File: src/rtl/cla_pkg.sv
// Shared definitions for the pipelined carry-lookahead adder slice.
//   cla_mode_e     : operation select carried on the bus (ADD / SUB)
//   CLA_*_MIN/MAX  : legal parameter ranges for WIDTH and GROUP
//   cla_num_groups : number of lookahead groups, ceil(width / group)
package cla_pkg;

  typedef enum logic {
    CLA_ADD = 1'b0,
    CLA_SUB = 1'b1
  } cla_mode_e;

  localparam int unsigned CLA_WIDTH_MIN = 2;
  localparam int unsigned CLA_WIDTH_MAX = 64;
  localparam int unsigned CLA_GROUP_MIN = 2;
  localparam int unsigned CLA_GROUP_MAX = 8;

  function automatic int unsigned cla_num_groups(input int unsigned width,
                                                 input int unsigned group);
    return (width + group - 1) / group;
  endfunction

endpackage

File: src/rtl/gen_cla_pipelined_if.sv
// Operand/result bus for gen_cla_pipelined.
//   in_valid/in_ready   : operand beat handshake (a, b, cin, mode)
//   out_valid/out_ready : result beat handshake (s, cout, ovf)
// master: the block feeding operands and consuming results.
// slave : the adder itself.
interface gen_cla_pipelined_if
  import cla_pkg::*;
#(
  parameter int unsigned WIDTH = 8
) ();

  logic             in_valid;
  logic             in_ready;
  logic [WIDTH-1:0] a;
  logic [WIDTH-1:0] b;
  logic             cin;
  cla_mode_e        mode;
  logic             out_valid;
  logic             out_ready;
  logic [WIDTH-1:0] s;
  logic             cout;
  logic             ovf;

  modport master (
    output in_valid, a, b, cin, mode, out_ready,
    input  in_ready, out_valid, s, cout, ovf
  );

  modport slave (
    input  in_valid, a, b, cin, mode, out_ready,
    output in_ready, out_valid, s, cout, ovf
  );

endinterface

File: src/rtl/cla_carry_group.sv
// One carry-lookahead group of GROUP bits.
//   g, p   : per-bit generate / propagate (registered upstream)
//   c_in   : carry into the group's lowest bit
//   c      : carry into each bit of the group (c[0] == c_in)
//   grp_g  : group generate, grp_p : group propagate
// All carry terms are flattened AND/OR sums of products so no ripple
// chain forms inside the group.
module cla_carry_group
  import cla_pkg::*;
#(
  parameter int unsigned GROUP = 4
) (
  input  logic [GROUP-1:0] g,
  input  logic [GROUP-1:0] p,
  input  logic             c_in,
  output logic [GROUP-1:0] c,
  output logic             grp_g,
  output logic             grp_p
);

  if (GROUP < CLA_GROUP_MIN || GROUP > CLA_GROUP_MAX) begin : g_bad_group
    $error("cla_carry_group: GROUP out of range");
  end

  // Group G/P are kept in their own process so they never depend on c_in;
  // the top-level lookahead feeds c_in from these outputs.
  logic gp_term;
  logic gp_acc;

  always_comb begin
    gp_term = 1'b0;
    gp_acc  = 1'b0;
    for (int unsigned j = 0; j < GROUP; j++) begin
      gp_term = g[j];
      for (int unsigned m = j + 1; m < GROUP; m++) begin
        gp_term = gp_term & p[m];
      end
      gp_acc = gp_acc | gp_term;
    end
    grp_g = gp_acc;
    grp_p = &p;
  end

  // c[k] = c_in&p[0..k-1] | g[0]&p[1..k-1] | ... | g[k-1]
  logic c_term;
  logic c_acc;

  always_comb begin
    c      = '0;
    c_term = 1'b0;
    c_acc  = 1'b0;
    for (int unsigned k = 0; k < GROUP; k++) begin
      c_term = c_in;
      for (int unsigned j = 0; j < k; j++) begin
        c_term = c_term & p[j];
      end
      c_acc = c_term;
      for (int unsigned j = 0; j < k; j++) begin
        c_term = g[j];
        for (int unsigned m = j + 1; m < k; m++) begin
          c_term = c_term & p[m];
        end
        c_acc = c_acc | c_term;
      end
      c[k] = c_acc;
    end
  end

endmodule

File: src/rtl/gen_cla_pipelined.sv
// Two-stage pipelined carry-lookahead adder/subtractor.
//   clk, rst : single clock, synchronous active-high reset
//   bus      : operand beat in (a, b, cin, mode; in_valid/in_ready) and
//              result beat out (s, cout, ovf; out_valid/out_ready)
// Stage 1 registers per-bit generate/propagate of a and the effective b
// (inverted for SUB), the effective carry-in and the operand MSBs.
// Stage 2 resolves carries with group lookahead and registers the sum.
// Each stage advances only when the stage after it is empty or draining.
module gen_cla_pipelined
  import cla_pkg::*;
#(
  parameter int unsigned WIDTH = 8,
  parameter int unsigned GROUP = 4
) (
  input  logic                clk,
  input  logic                rst,
  gen_cla_pipelined_if.slave  bus
);

  localparam int unsigned NG = cla_num_groups(WIDTH, GROUP);
  localparam int unsigned PW = NG * GROUP;

  if (WIDTH < CLA_WIDTH_MIN || WIDTH > CLA_WIDTH_MAX) begin : g_bad_width
    $error("gen_cla_pipelined: WIDTH out of range");
  end

  // ---------------- handshake ----------------
  logic s1_valid;
  logic s2_valid;
  logic s2_load;
  logic can_accept;

  // in_ready is a function of pipeline state and out_ready only.
  assign s2_load    = s1_valid & (~s2_valid | bus.out_ready);
  assign can_accept = ~rst & (~s1_valid | s2_load);
  assign bus.in_ready = can_accept;

  // ---------------- stage 1: split ----------------
  logic             is_sub;
  logic [WIDTH-1:0] b_eff;
  logic             c0_eff;

  always_comb begin
    is_sub = (bus.mode == CLA_SUB);
    b_eff  = is_sub ? ~bus.b : bus.b;
    c0_eff = is_sub ? 1'b1 : bus.cin;
  end

  logic [WIDTH-1:0] s1_g;
  logic [WIDTH-1:0] s1_p;
  logic             s1_c0;
  logic             s1_a_msb;
  logic             s1_b_msb;

  always_ff @(posedge clk) begin
    if (rst) begin
      s1_valid <= 1'b0;
      s1_g     <= '0;
      s1_p     <= '0;
      s1_c0    <= 1'b0;
      s1_a_msb <= 1'b0;
      s1_b_msb <= 1'b0;
    end else if (can_accept) begin
      s1_valid <= bus.in_valid;
      if (bus.in_valid) begin
        s1_g     <= bus.a & b_eff;
        s1_p     <= bus.a ^ b_eff;
        s1_c0    <= c0_eff;
        s1_a_msb <= bus.a[WIDTH-1];
        s1_b_msb <= b_eff[WIDTH-1];
      end
    end
  end

  // ---------------- stage 2: lookahead ----------------
  // Bits above WIDTH in a partial last group are padded with p=1, g=0 so
  // that group's G/P describe the real bits alone and still yield cout.
  logic [PW-1:0] g_pad;
  logic [PW-1:0] p_pad;

  always_comb begin
    g_pad = '0;
    p_pad = '1;
    g_pad[WIDTH-1:0] = s1_g;
    p_pad[WIDTH-1:0] = s1_p;
  end

  logic [NG-1:0] grp_g;
  logic [NG-1:0] grp_p;
  logic [NG-1:0] grp_c;
  logic [PW-1:0] c_bits;

  for (genvar gi = 0; gi < NG; gi++) begin : g_grp
    cla_carry_group #(
      .GROUP (GROUP)
    ) u_grp (
      .g     (g_pad[gi*GROUP +: GROUP]),
      .p     (p_pad[gi*GROUP +: GROUP]),
      .c_in  (grp_c[gi]),
      .c     (c_bits[gi*GROUP +: GROUP]),
      .grp_g (grp_g[gi]),
      .grp_p (grp_p[gi])
    );
  end

  // Inter-group carries, flattened over group G/P and the stage-1 carry.
  logic lk_term;
  logic lk_acc;

  always_comb begin
    grp_c    = '0;
    lk_term  = 1'b0;
    lk_acc   = 1'b0;
    grp_c[0] = s1_c0;
    for (int unsigned i = 1; i < NG; i++) begin
      lk_term = s1_c0;
      for (int unsigned j = 0; j < i; j++) begin
        lk_term = lk_term & grp_p[j];
      end
      lk_acc = lk_term;
      for (int unsigned j = 0; j < i; j++) begin
        lk_term = grp_g[j];
        for (int unsigned k = j + 1; k < i; k++) begin
          lk_term = lk_term & grp_p[k];
        end
        lk_acc = lk_acc | lk_term;
      end
      grp_c[i] = lk_acc;
    end
  end

  logic [WIDTH-1:0] sum_c;
  logic             cout_c;
  logic             ovf_c;

  // Overflow when operands agree in sign and the sum does not; this is the
  // same as carry-into-MSB XOR cout.
  always_comb begin
    sum_c  = s1_p ^ c_bits[WIDTH-1:0];
    cout_c = grp_g[NG-1] | (grp_p[NG-1] & grp_c[NG-1]);
    ovf_c  = ~(s1_a_msb ^ s1_b_msb) & (s1_a_msb ^ sum_c[WIDTH-1]);
  end

  logic [WIDTH-1:0] s2_s;
  logic             s2_cout;
  logic             s2_ovf;

  always_ff @(posedge clk) begin
    if (rst) begin
      s2_valid <= 1'b0;
      s2_s     <= '0;
      s2_cout  <= 1'b0;
      s2_ovf   <= 1'b0;
    end else if (s2_load) begin
      s2_valid <= 1'b1;
      s2_s     <= sum_c;
      s2_cout  <= cout_c;
      s2_ovf   <= ovf_c;
    end else if (bus.out_ready) begin
      s2_valid <= 1'b0;
    end
  end

  assign bus.out_valid = s2_valid;
  assign bus.s         = s2_s;
  assign bus.cout      = s2_cout;
  assign bus.ovf       = s2_ovf;

endmodule
File: src/flat_wrapper.sv
// flat-port wrapper written by rule: the top's interface ports become plain ports
module gen_cla_pipelined_flat import cla_pkg::*;
#(
  parameter int unsigned WIDTH = 8,
  parameter int unsigned GROUP = 4
)
  (clk, rst, bus_in_valid, bus_a, bus_b, bus_cin, bus_mode, bus_out_ready, bus_in_ready, bus_out_valid, bus_s, bus_cout, bus_ovf);
  gen_cla_pipelined_if #(.WIDTH(WIDTH)) bus_i ();
  input  logic clk;
  input  logic rst;
  input wire logic [$bits(bus_i.in_valid)-1:0] bus_in_valid;
  input wire logic [$bits(bus_i.a)-1:0] bus_a;
  input wire logic [$bits(bus_i.b)-1:0] bus_b;
  input wire logic [$bits(bus_i.cin)-1:0] bus_cin;
  input wire logic [$bits(bus_i.mode)-1:0] bus_mode;
  input wire logic [$bits(bus_i.out_ready)-1:0] bus_out_ready;
  output wire logic [$bits(bus_i.in_ready)-1:0] bus_in_ready;
  output wire logic [$bits(bus_i.out_valid)-1:0] bus_out_valid;
  output wire logic [$bits(bus_i.s)-1:0] bus_s;
  output wire logic [$bits(bus_i.cout)-1:0] bus_cout;
  output wire logic [$bits(bus_i.ovf)-1:0] bus_ovf;
  assign bus_i.in_valid = bus_in_valid;
  assign bus_i.a = bus_a;
  assign bus_i.b = bus_b;
  assign bus_i.cin = bus_cin;
  assign bus_i.mode = bus_mode;
  assign bus_i.out_ready = bus_out_ready;
  assign bus_in_ready = bus_i.in_ready;
  assign bus_out_valid = bus_i.out_valid;
  assign bus_s = bus_i.s;
  assign bus_cout = bus_i.cout;
  assign bus_ovf = bus_i.ovf;
  gen_cla_pipelined #(.WIDTH(WIDTH), .GROUP(GROUP)) u_core (.clk(clk), .rst(rst), .bus(bus_i));
endmodule
File: config.mk
export PLATFORM = sky130hd
export DESIGN_NAME = gen_cla_pipelined_flat
export DESIGN_NICKNAME = d
export VERILOG_FILES = /design/src/rtl/cla_pkg.sv /design/src/rtl/gen_cla_pipelined_if.sv /design/src/rtl/cla_carry_group.sv /design/src/rtl/gen_cla_pipelined.sv /design/src/flat_wrapper.sv
export SDC_FILE = /design/constraint.sdc
export NUM_CORES = 1
export LEC_CHECK = 0
export CORE_MARGIN = 1.5
export CORE_UTILIZATION = 46
export DETAILED_ROUTE_END_ITERATION = 6
export PLACE_DENSITY = 0.8
export SETUP_SLACK_MARGIN = 0.1
export SLEW_MARGIN = 15
export SYNTH_ARGS = -nofsm -noshare
export SYNTH_HDL_FRONTEND = slang
export SYNTH_HIERARCHICAL = 1
export SYNTH_SLANG_ARGS = --single-unit
File: constraint.sdc
create_clock -name clk -period 1.9 [get_ports clk]
set_input_delay 0.19 -clock clk [delete_from_list [all_inputs] [get_ports clk]]
set_output_delay 0.19 -clock clk [all_outputs]
set_load 0.03 [all_outputs]
Word-level counts from Yosys, hierarchy flattened
Index checks and enable logic that the tools add are counted.
Widths: inputs -> output; s select.
{ "totals": {"ff_bits": 31, "word_cells": 73, "input_bits": 22, "output_inout_bits": 12} }
{ "classes": {"n_reduce_logical": 4, "bitwise": 55, "muxes": 4} }
{ "op_table": {"columns": ["cell", "n"], "rows": [
  ["$and 1x1->1", 23],
  ["$or 1x1->1", 22],
  ["$xor 8x8->8", 2],
  ["$and 8x8->8", 1],
  ["$mux 8", 1],
  ["$not 8->8", 1],
  ["$reduce_and 4->1", 2],
  ["$not 1->1", 4],
  ["$mux 1", 3],
  ["$reduce_and 2->1", 1],
  ["$reduce_bool 2->1", 1],
  ["$xor 1x1->1", 2]
]} }

Depth between registers and ports, before layout
{ "logic_depth": {"depth_word": 16, "mapped_depth": 9, "ltp_nobuf": 8} }

By module
Netlist, hierarchy kept.
{ "by_module_without_submodules": {"columns": ["module", "cells_each", "area_each_um2", "seq_area_each_um2", "n_inst"], "rows": [
  ["gen_cla_pipelined", 136, 1511.4, 620.6, 1],
  ["cla_carry_group", 11, 73.8, 0.0, 2]
]} }

Least setup slack after synthesis
Ideal clock, no wire load.
{ "synth_path": {"path_type": "register to register", "from": "register u_core.s1_p[1], in the netlist u_core/p_pad[1]", "to": "register u_core.s2_ovf, in the netlist u_core/bus.ovf", "path_slack_ns": -0.100, "synth_period_minus_slack_ns": 2.000, "arrival_time_ns": 1.910, "path_buffers": 1, "setup_time_ns": 0.091, "t_required_ns": 1.809, "path_stages_with_launch": 10, "path_cell_list": "dfxtp_1 -> a21oi_1 -> o21ai_0 -> a21o_1 -> a21o_1 -> a31o_1 -> buf_4 -> xnor2_1 -> or3_1 -> a311oi_1"} }
{ "synth_between": {"elab_chain_len": 16, "elab_cells_between_ends": 18, "cone_classes": "bitwise (17); reduce/logical (1)"} }
{ "synth_rtl": {"columns": ["item", "line_no", "text"], "rows": [
  ["start: declaration", "gen_cla_pipelined.sv:50", "logic [WIDTH-1:0] s1_p;"],
  ["start signal: assignment", "gen_cla_pipelined.sv:67", "s1_p <= bus.a ^ b_eff;"],
  ["$and 1x1->1 (3 in a row)", "cla_carry_group.sv:36", "gp_term = gp_term & p[m];"],
  ["$or 1x1->1 (3 in a row)", "cla_carry_group.sv:38", "gp_acc = gp_acc | gp_term;"],
  ["net u_core.grp_g[0]", "gen_cla_pipelined.sv:88", "logic [NG-1:0] grp_g;"],
  ["$or 1x1->1", "gen_cla_pipelined.sv:126", "lk_acc = lk_acc | lk_term;"],
  ["net u_core.lk_acc", "gen_cla_pipelined.sv:108", "logic lk_acc;"],
  ["$and 1x1->1 (3 in a row)", "cla_carry_group.sv:55", "c_term = c_term & p[j];"],
  ["$or 1x1->1 (3 in a row)", "cla_carry_group.sv:63", "c_acc = c_acc | c_term;"],
  ["net u_core.g_grp[1].u_grp.c_acc", "cla_carry_group.sv:46", "logic c_acc;"],
  ["$xor 8x8->8", "gen_cla_pipelined.sv:139", "sum_c = s1_p ^ c_bits[WIDTH-1:0];"],
  ["$xor 1x1->1", "gen_cla_pipelined.sv:141", "ovf_c = ~(s1_a_msb ^ s1_b_msb) & (s1_a_msb ^ sum_c[WIDTH-1]);"],
  ["$and 1x1->1", "gen_cla_pipelined.sv:141", null],
  ["end signal: assignment", "gen_cla_pipelined.sv:158", "s2_ovf <= ovf_c;"],
  ["end: declaration", "gen_cla_pipelined.sv:146", "logic s2_ovf;"]
]} }
The timed path passes the listed nets, and every way through them passes these cells.
A chain may end at the register's enable or synchronous reset.

Worst setup path after layout
{ "layout_path": {"from": "register u_core.s1_p[2], in the netlist u_core/p_pad[2]", "to": "register u_core.s2_ovf, in the netlist u_core/bus.ovf"} }
{ "layout_between": {"elab_cells_between_ends": 19, "cone_classes": "bitwise (18); reduce/logical (1)"} }
{ "layout_lines": {"columns": ["item", "line_no", "text"], "rows": [
  ["$reduce_and 4->1", "cla_carry_group.sv:41", "grp_p = &p;"],
  ["net u_core.grp_p[0]", "gen_cla_pipelined.sv:89", "logic [NG-1:0] grp_p;"],
  ["$and 1x1->1", "gen_cla_pipelined.sv:118", "lk_term = lk_term & grp_p[j];"],
  ["$or 1x1->1", "gen_cla_pipelined.sv:126", null],
  ["net u_core.lk_acc", "gen_cla_pipelined.sv:108", null],
  ["$and 1x1->1 (3 in a row)", "cla_carry_group.sv:55", null],
  ["$or 1x1->1 (3 in a row)", "cla_carry_group.sv:63", null],
  ["net u_core.c_bits[7]", "gen_cla_pipelined.sv:91", "logic [PW-1:0] c_bits;"],
  ["$xor 8x8->8", "gen_cla_pipelined.sv:139", null],
  ["$xor 1x1->1", "gen_cla_pipelined.sv:141", null],
  ["$and 1x1->1", "gen_cla_pipelined.sv:141", null]
]} }
The timed path passes the listed nets, and every way through them passes these cells.

==> reports/results.tsv <==
stage	metric	value	unit
outcome	status	finished with violations	
outcome	violations	setup timing	
global_route	overflow	0	
worst_setup_path	worstPathRequired	2.14	ns
pwr	p_seq_frac	0.513	
pwr	power.internal	0.00106	W
die	fp.dieH	63.1	um
layout	final_cells	239	
sta	hold_viol_final	0	
clock_network	cts_made_buffers	5	
worst_setup_path	cp_max_fo	6	
synth	synth_top_area_frac	0.374	
pwr	p_switching	0.000421	W
worst_setup_path	crit_arrival	2.17	ns
worst_setup_path	crit_chain	and4_1, a21o_1, a21o_1, a31o_1, xnor2_2, or3_1, a311oi_1	
worst_setup_path	crit_path_max_incr_delay	0.36	ns
clock_network	clockBufferDepth	2	
synth	synth_nets	188	
sta	post-route-min-period	1.93	ns
synth	yosysSeqAreaShare	0.374	
die	dieArea	3980	sq um
worst_setup_path	critPathKind	reg -> reg	
global_route	antenna_found_initial	0	
placed_design	placed_area	2020	sq um
global_route	grt_start_max_net_pins	33	
worst_setup_path	crit_path_start_kind	flip-flop	
sta	drv_slew	0	
pwr	leakage	0.900	nW
die	core	3390	sq um
sta	setup_slack	-0.0276	ns
die	start_util	0.489	
global_route	grt_pass1_vias	1244	
synth	synth_area_leaders	dfxtp_1, mux2_4, nor2b_1	
synth	avgSynthCellArea	10.5	sq um
route	drc_errors	0	
sta	worstMarginPinSlew	0.339	ns
route	postRouteAntennaNets	0	
pwr	powerDensity	709	nW/um^2
pwr	vdd_drop_max	0.345	mV
route	first_pass_iters	4	
flow_run	drv_cap	0	
clock_network	clk_pin_slew	0.09	ns
worst_setup_path	cp_slowest_cell	dfxtp_2	
synth	syn_inst	158	
sta	relSlewSlack	0.774	
synth	synth_cell_types	27	
sta	max_clock_freq	519	MHz
global_route	grt_pass1_wl	5320	um
pwr	power_frac_comb	0.249	
die	die_x	63.1	um
route	vias_per_cell	5.19	
synth	ys_warn_count	6	
clock_network	cts_tree	built	
layout	fin_area	2090	sq um
placed_design	io_buffers	33	
worst_setup_path	cp_top_family	compound AO/OA/AOI/OAI gates	
global_route	gr-usage-all-layers	0.173	
sta	setup_viol	1	
synth	synth-seq-cells	31	
sta	rsz0062_at_grt	true	
route	dr_total_vias	1241	
layout	synthToLayoutAreaGrowth	25.7	%
layout	num-nets-final	222	
worst_setup_path	crit_buf_inv	0	
route	wire_per_inst	12.8	um
worst_setup_path	end_kind	flip-flop	
hold_path	hp-class	in -> reg	
synth	synth_top_cell_by_area	dfxtp_1	
clock_network	cts_sinks	31	
clock_network	clock_latency	0.33	ns
layout	num_antenna_cells	0	
pwr	swShare	0.284	
route	wirelength	3070	um
placed_design	hpwl	2350	um
clock_network	clockRootBuffer	clkbuf_4	
sta	finalCritPeriodShare	1.01	
sta	fin_worst_skew	0.0134	ns
placed_design	gp_congestion	0.854	
die	ios	34	
die	row_count	21	
placed_design	dp_cells	230	
synth	syn_area	1660	sq um
clock_network	cts-htree-levels	2	
sta	finalSetupTns	-0.0276	ns
route	drt_iter0_drc	57	
layout	drive_gt1_frac	0.218	
worst_setup_path	crit_path_frequent_cell	a21o_1	
pwr	p_clk_frac	0.238	
cell families after synthesis:
family                     Yosys count  share of synthesized area
adders and majority gates            8                     0.0603
muxes                               18                      0.145
xor gates and xnor gates            16                     0.0845
DFF                                 31                      0.374
AOI/OAI and AO/OA                   40                      0.154
and+or+nand+nor                     32                      0.133
buffers and inverters               13                     0.0498
synthesized netlist by cell type:
cell type and number:
ha_1 8, a21o_1 7, nand2_1 2, a311oi_1 2, a21oi_1 18, nand2b_1 1
or3_1 1, o21ai_0 2, clkbuf_1 1, nor2b_1 18, buf_4 4, a31o_1 2
dfxtp_1 31, xor2_1 8, buf_8 1, mux2_4 10, nand3b_4 2, a211oi_1 9
buf_2 6, and4_1 2, nand3_1 1, nor2_1 3, inv_1 1, xnor2_1 8
and2b_1 1, and2_1 1, mux2_2 8
through the flow:
step | util | worst slack, ns | hold slack [ns] | power (W)
global route | 0.615 | -0.101 | 0.491 | 0.00157
detailed placement | 0.595 | -0.0685 | 0.504 | 0.00114
finish | 0.615 | -0.0276 | 0.503 | 0.00148
CTS | 0.612 | -0.0499 | 0.490 | 0.00150
global placement | 0.595 | 0.0427 | 0.493 | 0.00112
floorplan | - | 0.0175 | 0.300 | 0.00101
per-layer routing:
| metal | up-vias | track usage | wire [um] |
|---|---|---|---|
| met5 | - | 0 | 0 |
| met4 | 0 | 0.117 | 59 |
| met3 | 5 | 0.0446 | 140 |
| met2 | 35 | 0.293 | 1530 |
| met1 | 576 | 0.190 | 1340 |
| li1 | 625 | - | - |
worst reg2reg max path: stages, from the launching register on:
cell and delay (ns):
dfxtp_2 0.36, and4_1 0.20, a21o_1 0.17, a21o_1 0.19, a31o_1 0.21, xnor2_2 0.14
or3_1 0.31, a311oi_1 0.26
cells in the final DEF (no fill, tap or decap), types with 2 or more instances in the layout:
cell	synthesis	layout
clkbuf_1	1	2
dfxtp_2	0	5
xnor2_1	8	7
nor2_1	3	3
xor2_1	8	8
a21oi_2	0	2
dfxtp_1	31	25
a311oi_1	2	2
a211oi_1	9	9
ha_1	8	8
a21oi_1	18	16
a21o_1	7	7
mux2_2	8	8
nor2b_1	18	18
and4_1	2	2
a31o_1	2	2
clkbuf_4	0	5
clkdlybuf4s50_1	0	32
nand3b_4	2	2
mux2_4	10	10
nand2_1	2	2
buf_4	4	7
timing repair:
item | CTS | global route
endpoints found under the setup margin | 1 | 1
resized for setup | 3 | 2
setup buffers | 0 | 1
hold buffers | 0 | 0
pin swaps | 2 | 1
layout make-up:
cell class	instances	area [sq um]
Fill cell	275	1300
Multi-Input combinational cell	114	971
Sequential cell	31	631
Timing Repair Buffer	39	373
Tap cell	46	57.6
Clock buffer	7	45.0
Clock inverter	1	5.00
Inverter	1	3.75
path summary, 6_finish.rpt:
kind	start	end	slack [ns]	depth (start not counted)
max reg2reg	u_core/p_pad[2]	u_core/bus.ovf	-0.03	7
min	bus_a[7]	u_core/s1_a_msb	0.50	2
max	u_core/p_pad[2]	u_core/bus.ovf	-0.03	7
min reg2reg	u_core/s1_b_msb	u_core/bus.ovf	0.52	2
power groups by stage:
stage	logic (W)	registers [W]	clock network [W]
3_5_place_dp	0.000365	0.000773	0
6_report	0.000368	0.000759	0.000351
5_1_grt	0.000403	0.000769	0.000396
4_1_cts	0.000366	0.000760	0.000369
2_1_floorplan	0.000218	0.000797	0
3_3_place_gp	0.000353	0.000768	0
Power figures use the tool's default switching activity.
